<file path="config.mk">
export PLATFORM = sky130hd
export DESIGN_NAME = rv_sequencer
export DESIGN_NICKNAME = d
export VERILOG_FILES = /design/src/rtl/rv_sequencer.sv
export SDC_FILE = /design/constraint.sdc
export NUM_CORES = 1
export LEC_CHECK = 0
export ABC_AREA = 1
export BUFFER_PORTS_ARGS = -buffer_cell sky130_fd_sc_hd__buf_2
export CORE_MARGIN = 4
export CORE_UTILIZATION = 53
export CTS_CLUSTER_DIAMETER = 100
export DETAILED_ROUTE_END_ITERATION = 8
export PLACE_DENSITY = 0.84
export SLEW_MARGIN = 30
export SYNTH_ARGS = -nofsm -noshare
export SYNTH_HDL_FRONTEND = slang
export SYNTH_SLANG_ARGS = --single-unit
</file>
<file path="constraint.sdc">
create_clock -name clk -period 3.85 [get_ports clk]
set_input_delay 0.9625 -clock clk [delete_from_list [all_inputs] [get_ports clk]]
set_output_delay 0.9625 -clock clk [all_outputs]
set_load 0.03 [all_outputs]
</file>
<file path="src/rtl/rv_sequencer.sv">
// rv_sequencer: multi-cycle fetch / decode / execute / memory / writeback sequencer.
// Build macro RV_SEQUENCER_SINGLE_STEP_EN adds a step input that gates every fetch.
module rv_sequencer #(
   parameter int              XLEN      = 32,
   parameter logic [XLEN-1:0] RESET_PC  = {XLEN{1'b0}},
   parameter logic [XLEN-1:0] MMIO_BASE = XLEN'(32'h0002_0000),
   parameter int              TIMEOUT   = 16
) (
   input  logic            clk,
   input  logic            rst,
   input  logic            start,
   output logic            mem_req,
   output logic            mem_we,
   output logic [XLEN-1:0] mem_addr,
   input  logic            mem_ready,
   input  logic [XLEN-1:0] mem_rdata,
   input  logic            dec_error,
   input  logic            is_halt,
   input  logic            is_load,
   input  logic            is_store,
   input  logic            jump,
   input  logic            branch_taken,
   input  logic [XLEN-1:0] target,
   input  logic [XLEN-1:0] ea,
`ifdef RV_SEQUENCER_SINGLE_STEP_EN
   input  logic            step,
`endif
   output logic [XLEN-1:0] ir,
   output logic [XLEN-1:0] pc,
   output logic            exec_stb,
   output logic            reg_we,
   output logic            mmio_we,
   output logic [3:0]      state,
   output logic [1:0]      trap_cause
);

   localparam logic [3:0] S_IDLE       = 4'd0;
   localparam logic [3:0] S_FETCH      = 4'd1;
   localparam logic [3:0] S_WAIT_FETCH = 4'd2;
   localparam logic [3:0] S_DECODE     = 4'd3;
   localparam logic [3:0] S_EXECUTE    = 4'd4;
   localparam logic [3:0] S_MEM        = 4'd5;
   localparam logic [3:0] S_WAIT_MEM   = 4'd6;
   localparam logic [3:0] S_WB         = 4'd7;
   localparam logic [3:0] S_HALT       = 4'd8;
   localparam logic [3:0] S_TRAP       = 4'd9;

   localparam logic [1:0] CAUSE_NONE    = 2'd0;
   localparam logic [1:0] CAUSE_DECODE  = 2'd1;
   localparam logic [1:0] CAUSE_TIMEOUT = 2'd2;
   localparam logic [1:0] CAUSE_ALIGN   = 2'd3;

   localparam int CNT_W = (TIMEOUT > 1) ? $clog2(TIMEOUT) : 1;

   logic [3:0]      state_r;
   logic [3:0]      state_nxt_s;
   logic [1:0]      trap_cause_r;
   logic [1:0]      cause_nxt_s;
   logic [XLEN-1:0] pc_r;
   logic [XLEN-1:0] ir_r;
   logic            mem_req_r;
   logic            mem_we_r;
   logic [XLEN-1:0] mem_addr_r;
   logic            exec_stb_r;
   logic            reg_we_r;
   logic            mmio_we_r;
   logic [CNT_W-1:0] wait_cnt_r;

   logic mmio_store_s;
   logic mem_access_s;
   logic misaligned_s;
   logic wait_expired_s;
   logic fetch_go_s;
   logic waiting_s;
   logic waiting_nxt_s;
   logic issue_fetch_s;
   logic issue_mem_s;

   // Stores at or above MMIO_BASE bypass the memory port entirely
   assign mmio_store_s   = is_store && (ea >= MMIO_BASE);
   assign mem_access_s   = is_load || (is_store && !mmio_store_s);
   assign misaligned_s   = (pc_r[1:0] != 2'b00);
   assign wait_expired_s = (wait_cnt_r == CNT_W'(TIMEOUT - 1));
`ifdef RV_SEQUENCER_SINGLE_STEP_EN
   assign fetch_go_s     = step;
`else
   assign fetch_go_s     = 1'b1;
`endif
   assign waiting_s      = (state_r == S_WAIT_FETCH) || (state_r == S_WAIT_MEM);
   assign waiting_nxt_s  = (state_nxt_s == S_WAIT_FETCH) || (state_nxt_s == S_WAIT_MEM);
   assign issue_fetch_s  = (state_r == S_FETCH) && (state_nxt_s == S_WAIT_FETCH);
   assign issue_mem_s    = (state_r == S_MEM);

   // Next-state and trap-cause selection
   always_comb begin
      state_nxt_s = state_r;
      cause_nxt_s = CAUSE_NONE;
      case (state_r)
         S_IDLE: begin
            if (start) begin
               state_nxt_s = S_FETCH;
            end else begin
               state_nxt_s = S_IDLE;
            end
         end
         S_FETCH: begin
            if (!fetch_go_s) begin
               state_nxt_s = S_FETCH;
            end else if (misaligned_s) begin
               state_nxt_s = S_TRAP;
               cause_nxt_s = CAUSE_ALIGN;
            end else begin
               state_nxt_s = S_WAIT_FETCH;
            end
         end
         S_WAIT_FETCH: begin
            if (mem_ready) begin
               state_nxt_s = S_DECODE;
            end else if (wait_expired_s) begin
               state_nxt_s = S_TRAP;
               cause_nxt_s = CAUSE_TIMEOUT;
            end else begin
               state_nxt_s = S_WAIT_FETCH;
            end
         end
         S_DECODE: begin
            state_nxt_s = S_EXECUTE;
         end
         S_EXECUTE: begin
            if (is_halt) begin
               state_nxt_s = S_HALT;
            end else if (dec_error) begin
               state_nxt_s = S_TRAP;
               cause_nxt_s = CAUSE_DECODE;
            end else if (mem_access_s) begin
               state_nxt_s = S_MEM;
            end else begin
               state_nxt_s = S_WB;
            end
         end
         S_MEM: begin
            state_nxt_s = S_WAIT_MEM;
         end
         S_WAIT_MEM: begin
            if (mem_ready) begin
               state_nxt_s = S_WB;
            end else if (wait_expired_s) begin
               state_nxt_s = S_TRAP;
               cause_nxt_s = CAUSE_TIMEOUT;
            end else begin
               state_nxt_s = S_WAIT_MEM;
            end
         end
         S_WB: begin
            state_nxt_s = S_FETCH;
         end
         S_HALT: begin
            state_nxt_s = S_HALT;
         end
         S_TRAP: begin
            state_nxt_s = S_TRAP;
            cause_nxt_s = trap_cause_r;
         end
         default: begin
            state_nxt_s = S_IDLE;
            cause_nxt_s = CAUSE_NONE;
         end
      endcase
   end

   // State, strobes and trap cause; strobes are set on entry so they are high for exactly that state
   always_ff @(posedge clk) begin
      if (rst) begin
         state_r      <= S_IDLE;
         trap_cause_r <= CAUSE_NONE;
         exec_stb_r   <= 1'b0;
         reg_we_r     <= 1'b0;
         mmio_we_r    <= 1'b0;
      end else begin
         state_r      <= state_nxt_s;
         trap_cause_r <= cause_nxt_s;
         exec_stb_r   <= (state_nxt_s == S_EXECUTE);
         reg_we_r     <= (state_nxt_s == S_WB) && !is_store;
         mmio_we_r    <= (state_nxt_s == S_WB) && mmio_store_s;
      end
   end

   // Memory request port and per-request wait counter
   always_ff @(posedge clk) begin
      if (rst) begin
         mem_req_r  <= 1'b0;
         mem_we_r   <= 1'b0;
         mem_addr_r <= {XLEN{1'b0}};
         wait_cnt_r <= {CNT_W{1'b0}};
      end else begin
         if (issue_fetch_s) begin
            mem_req_r  <= 1'b1;
            mem_we_r   <= 1'b0;
            mem_addr_r <= pc_r;
         end else if (issue_mem_s) begin
            mem_req_r  <= 1'b1;
            mem_we_r   <= is_store;
            mem_addr_r <= ea;
         end else if (!waiting_nxt_s) begin
            mem_req_r  <= 1'b0;
            mem_we_r   <= 1'b0;
         end
         if (waiting_s && waiting_nxt_s) begin
            wait_cnt_r <= wait_cnt_r + CNT_W'(1);
         end else begin
            wait_cnt_r <= {CNT_W{1'b0}};
         end
      end
   end

   // Instruction register and program counter
   always_ff @(posedge clk) begin
      if (rst) begin
         pc_r <= RESET_PC;
         ir_r <= {XLEN{1'b0}};
      end else begin
         if ((state_r == S_WAIT_FETCH) && mem_ready) begin
            ir_r <= mem_rdata;
         end
         if (state_r == S_WB) begin
            pc_r <= (jump || branch_taken) ? target : (pc_r + XLEN'(32'd4));
         end
      end
   end

   assign state      = state_r;
   assign trap_cause = trap_cause_r;
   assign pc         = pc_r;
   assign ir         = ir_r;
   assign mem_req    = mem_req_r;
   assign mem_we     = mem_we_r;
   assign mem_addr   = mem_addr_r;
   assign exec_stb   = exec_stb_r;
   assign reg_we     = reg_we_r;
   assign mmio_we    = mmio_we_r;

endmodule

</file>
==> key figures <==
Outcome
  – Status: completed

Floorplanning
  – Placement row count: 36
  – Core box area: 0.00986 sq mm
  – Die area: 0.0119 sq mm
  – Initial Utilization: 0.549
  – I/O pin cnt: 213
  – Die width: 109 um
  – Die Height: 109 um

Power and ir drop
  – Logic pwr share: 0.135
  – P_sw: 681 uW
  – Max VDD drop: 218 uV
  – Sw frac: 0.307
  – Static Leakage: 2.90 nW
  – Seq pwr share: 0.538
  – Power Dens Cells: 331 mW/mm^2
  – Internal power: 1.54 mW
  – Total power: 2.22 mW
  – Clock network fraction of total power: 0.327

Timing
  – RSZ-0062 raised after global routing: no
  – Final max-slew violation count: 0
  – Worst Skew: 0.0181 ns
  – Period minus WS final: 2.33 ns
  – Tcrit/Tclk final: 0.604
  – Hold Worst Slack: 0.482 ns
  – Final hold vios: 0
  – FMAX: 430 MHz
  – Final worst-path setup slack: 1.52 ns
  – Worst-Margin Slew: 0.828 ns
  – Final Setup Violations: 0
  – Worst rel slew slack: 0.445
  – Final TNS setup: 0 ns

Synthesis
  – Synthesized area: 0.00542 sq mm
  – Seq/Total Area, Yosys: 0.410
  – Yosys cell types: 35
  – Mapped Nets: 935
  – Synth Area per Inst: 6.55 sq um
  – Seq cells post-synth: 111
  – Yosys warns: 0
  – Mapped Cells: 827

Global routing
  – Vias in the first global route: 5,488
  – Initial antenna violation count: 0
  – Grt total ovfl: 0
  – Largest net degree at the start of global routing: 61
  – Tot GR Track Use: 0.277
  – First-pass GRT wire length: 26,500 um

Setup path
  – Largest stage delay, worst path: 0.72 ns
  – Worst setup SP type: register
  – Element type at the critical path end: register
  – Setup CP Type: register to register
  – Cell mode on critical path: nor2_1
  – Worst-path cell with the longest stage delay: clkinv_1
  – Worst path cell trace: inv_2 -> nand2_1 -> nor2_1 -> nand2_1 -> buf_4 -> clkinv_1 -> nor2_1 -> nor2_1
  – Delay-heaviest family, CP: buffers and inverters
  – CP Buf/Inv Count: 3
  – Critical Path RT: 4.13 ns
  – Worst-path fanout max: 33
  – Worst Path Arrival: 2.60 ns

Clock tree
  – Root Driver: clkbuf_8
  – Clock buffer depth: 2
  – CTS sink cnt: 111
  – CTS Buf Count: 9
  – CTS tree: built
  – # H-tree levels: 3
  – Worst-path clk slew: 0.12 ns
  – Cts hold-fix bufs: 0
  – Cts repair resizes: 0
  – Clock Latency Late Sink: 0.37 ns
  – Post-CTS Setup Inserts: 0

Placed design
  – Post-place setup slack: 1.49 ns
  – Final GP Congestion: 0.890
  – Placed cells: 1,140
  – PortBufs: 212
  – Post-DP HPWL: 12,700 um
  – DP Area: 0.00649 sq mm

Layout
  – Commonest non-fill, non-tap cell in the layout: nand2_1
  – Commonest non-fill, non-tap cells in the layout: nand2_1, buf_2, nor2_1
  – Area added between synthesis and finish: 23.7%
  – Layout cells sized above 1: 0.254
  – Fin util: 0.679
  – Antenna fix cells: 0
  – Final Cell Area: 0.00670 sq mm
  – Total Nets Final: 1,126
  – Layout Cells excl Fill: 1,156

Route
  – First-pass DRT Iterations: 5
  – Routed Antenna Nets: 0
  – Initial DRC Count: 508
  – WL final: 16,900 um
  – DR vias: 6,037
  – Wire per inst: 14.6 um
  – Via density: 5.22
  – Drt drc: 0

Job
  – Max cap viols: 0

Hold path
  – Worst min-delay path class: register to register
## Yosys cell counts
cell type | instances | area share
nand3b_1 | 1 | 0.0014
o211ai_1 | 2 | 0.0028
ha_1 | 2 | 0.0046
o21bai_1 | 1 | 0.0014
nor2_4 | 4 | 0.0083
a22o_1 | 2 | 0.0032
buf_4 | 5 | 0.0069
a21oi_1 | 27 | 0.025
nor2_2 | 7 | 0.0081
nand4_2 | 1 | 0.0023
nor3_1 | 3 | 0.0028
nand2_1 | 240 | 0.17
and2_1 | 1 | 0.0012
inv_1 | 51 | 0.035
xnor2_1 | 4 | 0.0065
a31oi_1 | 34 | 0.039
nand3_2 | 2 | 0.0037
clkinv_1 | 1 | 0.00069
clkbuf_1 | 16 | 0.011
nor2_1 | 175 | 0.12
a22oi_1 | 2 | 0.0028
xor2_1 | 4 | 0.0065
buf_1 | 3 | 0.0021
nand2_2 | 6 | 0.0069
nand3_4 | 1 | 0.0032
o21ai_0 | 52 | 0.048
o21ai_2 | 1 | 0.0016
nand3_1 | 42 | 0.039
inv_2 | 6 | 0.0042
a211oi_1 | 2 | 0.0028
buf_2 | 9 | 0.0083
o2111ai_1 | 1 | 0.0016
dfxtp_1 | 111 | 0.41
nand4_1 | 6 | 0.0069
buf_6 | 2 | 0.0042
## power groups by stage
stage / Sequential (mW) / Combinational (mW) / Clock, mW
6_report: 1.19 / 0.299 / 0.725
5_1_grt: 1.20 / 0.329 / 0.781
4_1_cts: 1.19 / 0.300 / 0.736
3_5_place_dp: 1.22 / 0.298 / 0
3_3_place_gp: 1.22 / 0.296 / 0
2_1_floorplan: 1.27 / 0.137 / 0
## worst min-delay path, cell delays in order (launching register included)
cell     delay [ns]
dfxtp_1        0.33
nand2_1        0.06
a31oi_1        0.06
## sequential cells by signal (all words and copies together) (netlist names)
register	flops
wait_cnt_r	4
exec_stb	1
ir	32
mem_addr	32
trap_cause	2
mem_we	1
pc	32
reg_we	1
state	4
mmio_we	1
mem_req	1
## cell families (layout without fill, tap and decap cells)
kind of cell,count (synthesis),in the layout,synth area share
flops,111,111,0.410
simple gates,489,489,0.371
xor+xnor,8,8,0.0129
fa+ha+maj,2,2,0.00462
compound gates,124,124,0.128
buf+inv,93,289,0.0727
## per-layer routing
metal | wire length [um] | global-route usage | up-vias
met3 | 1520 | 0.0468 | 33
met5 | 0 | 0 | -
met4 | 340 | 0.0784 | 0
li1 | - | - | 3040
met2 | 7830 | 0.461 | 290
met1 | 7160 | 0.370 | 2674
## area by class of cell
type                            count  area [sq um]
Clock buffer                        9           124
Clock inverter                      7          83.8
Fill cell                         942          3160
Inverter                           58           219
Multi-Input combinational cell    623          2800
Sequential cell                   111          2220
Tap cell                          133           166
Timing Repair Buffer              215          1080
## final timing paths
check / cells past startpoint / slack, ns / endpoint / start
hold reg to reg: 2 / 0.48 / mem_addr[12]$_SDFFE_PP0P_ / mem_addr[12]$_SDFFE_PP0P_
setup / recovery: 8 / 1.52 / ir[4]$_SDFFE_PP0P_ / state[0]$_SDFF_PP0_
setup reg to reg: 8 / 1.52 / ir[4]$_SDFFE_PP0P_ / state[0]$_SDFF_PP0_
hold / removal: 2 / 0.48 / mem_addr[12]$_SDFFE_PP0P_ / mem_addr[12]$_SDFFE_PP0P_
Note: power is estimated with default switching activity, not from simulation.
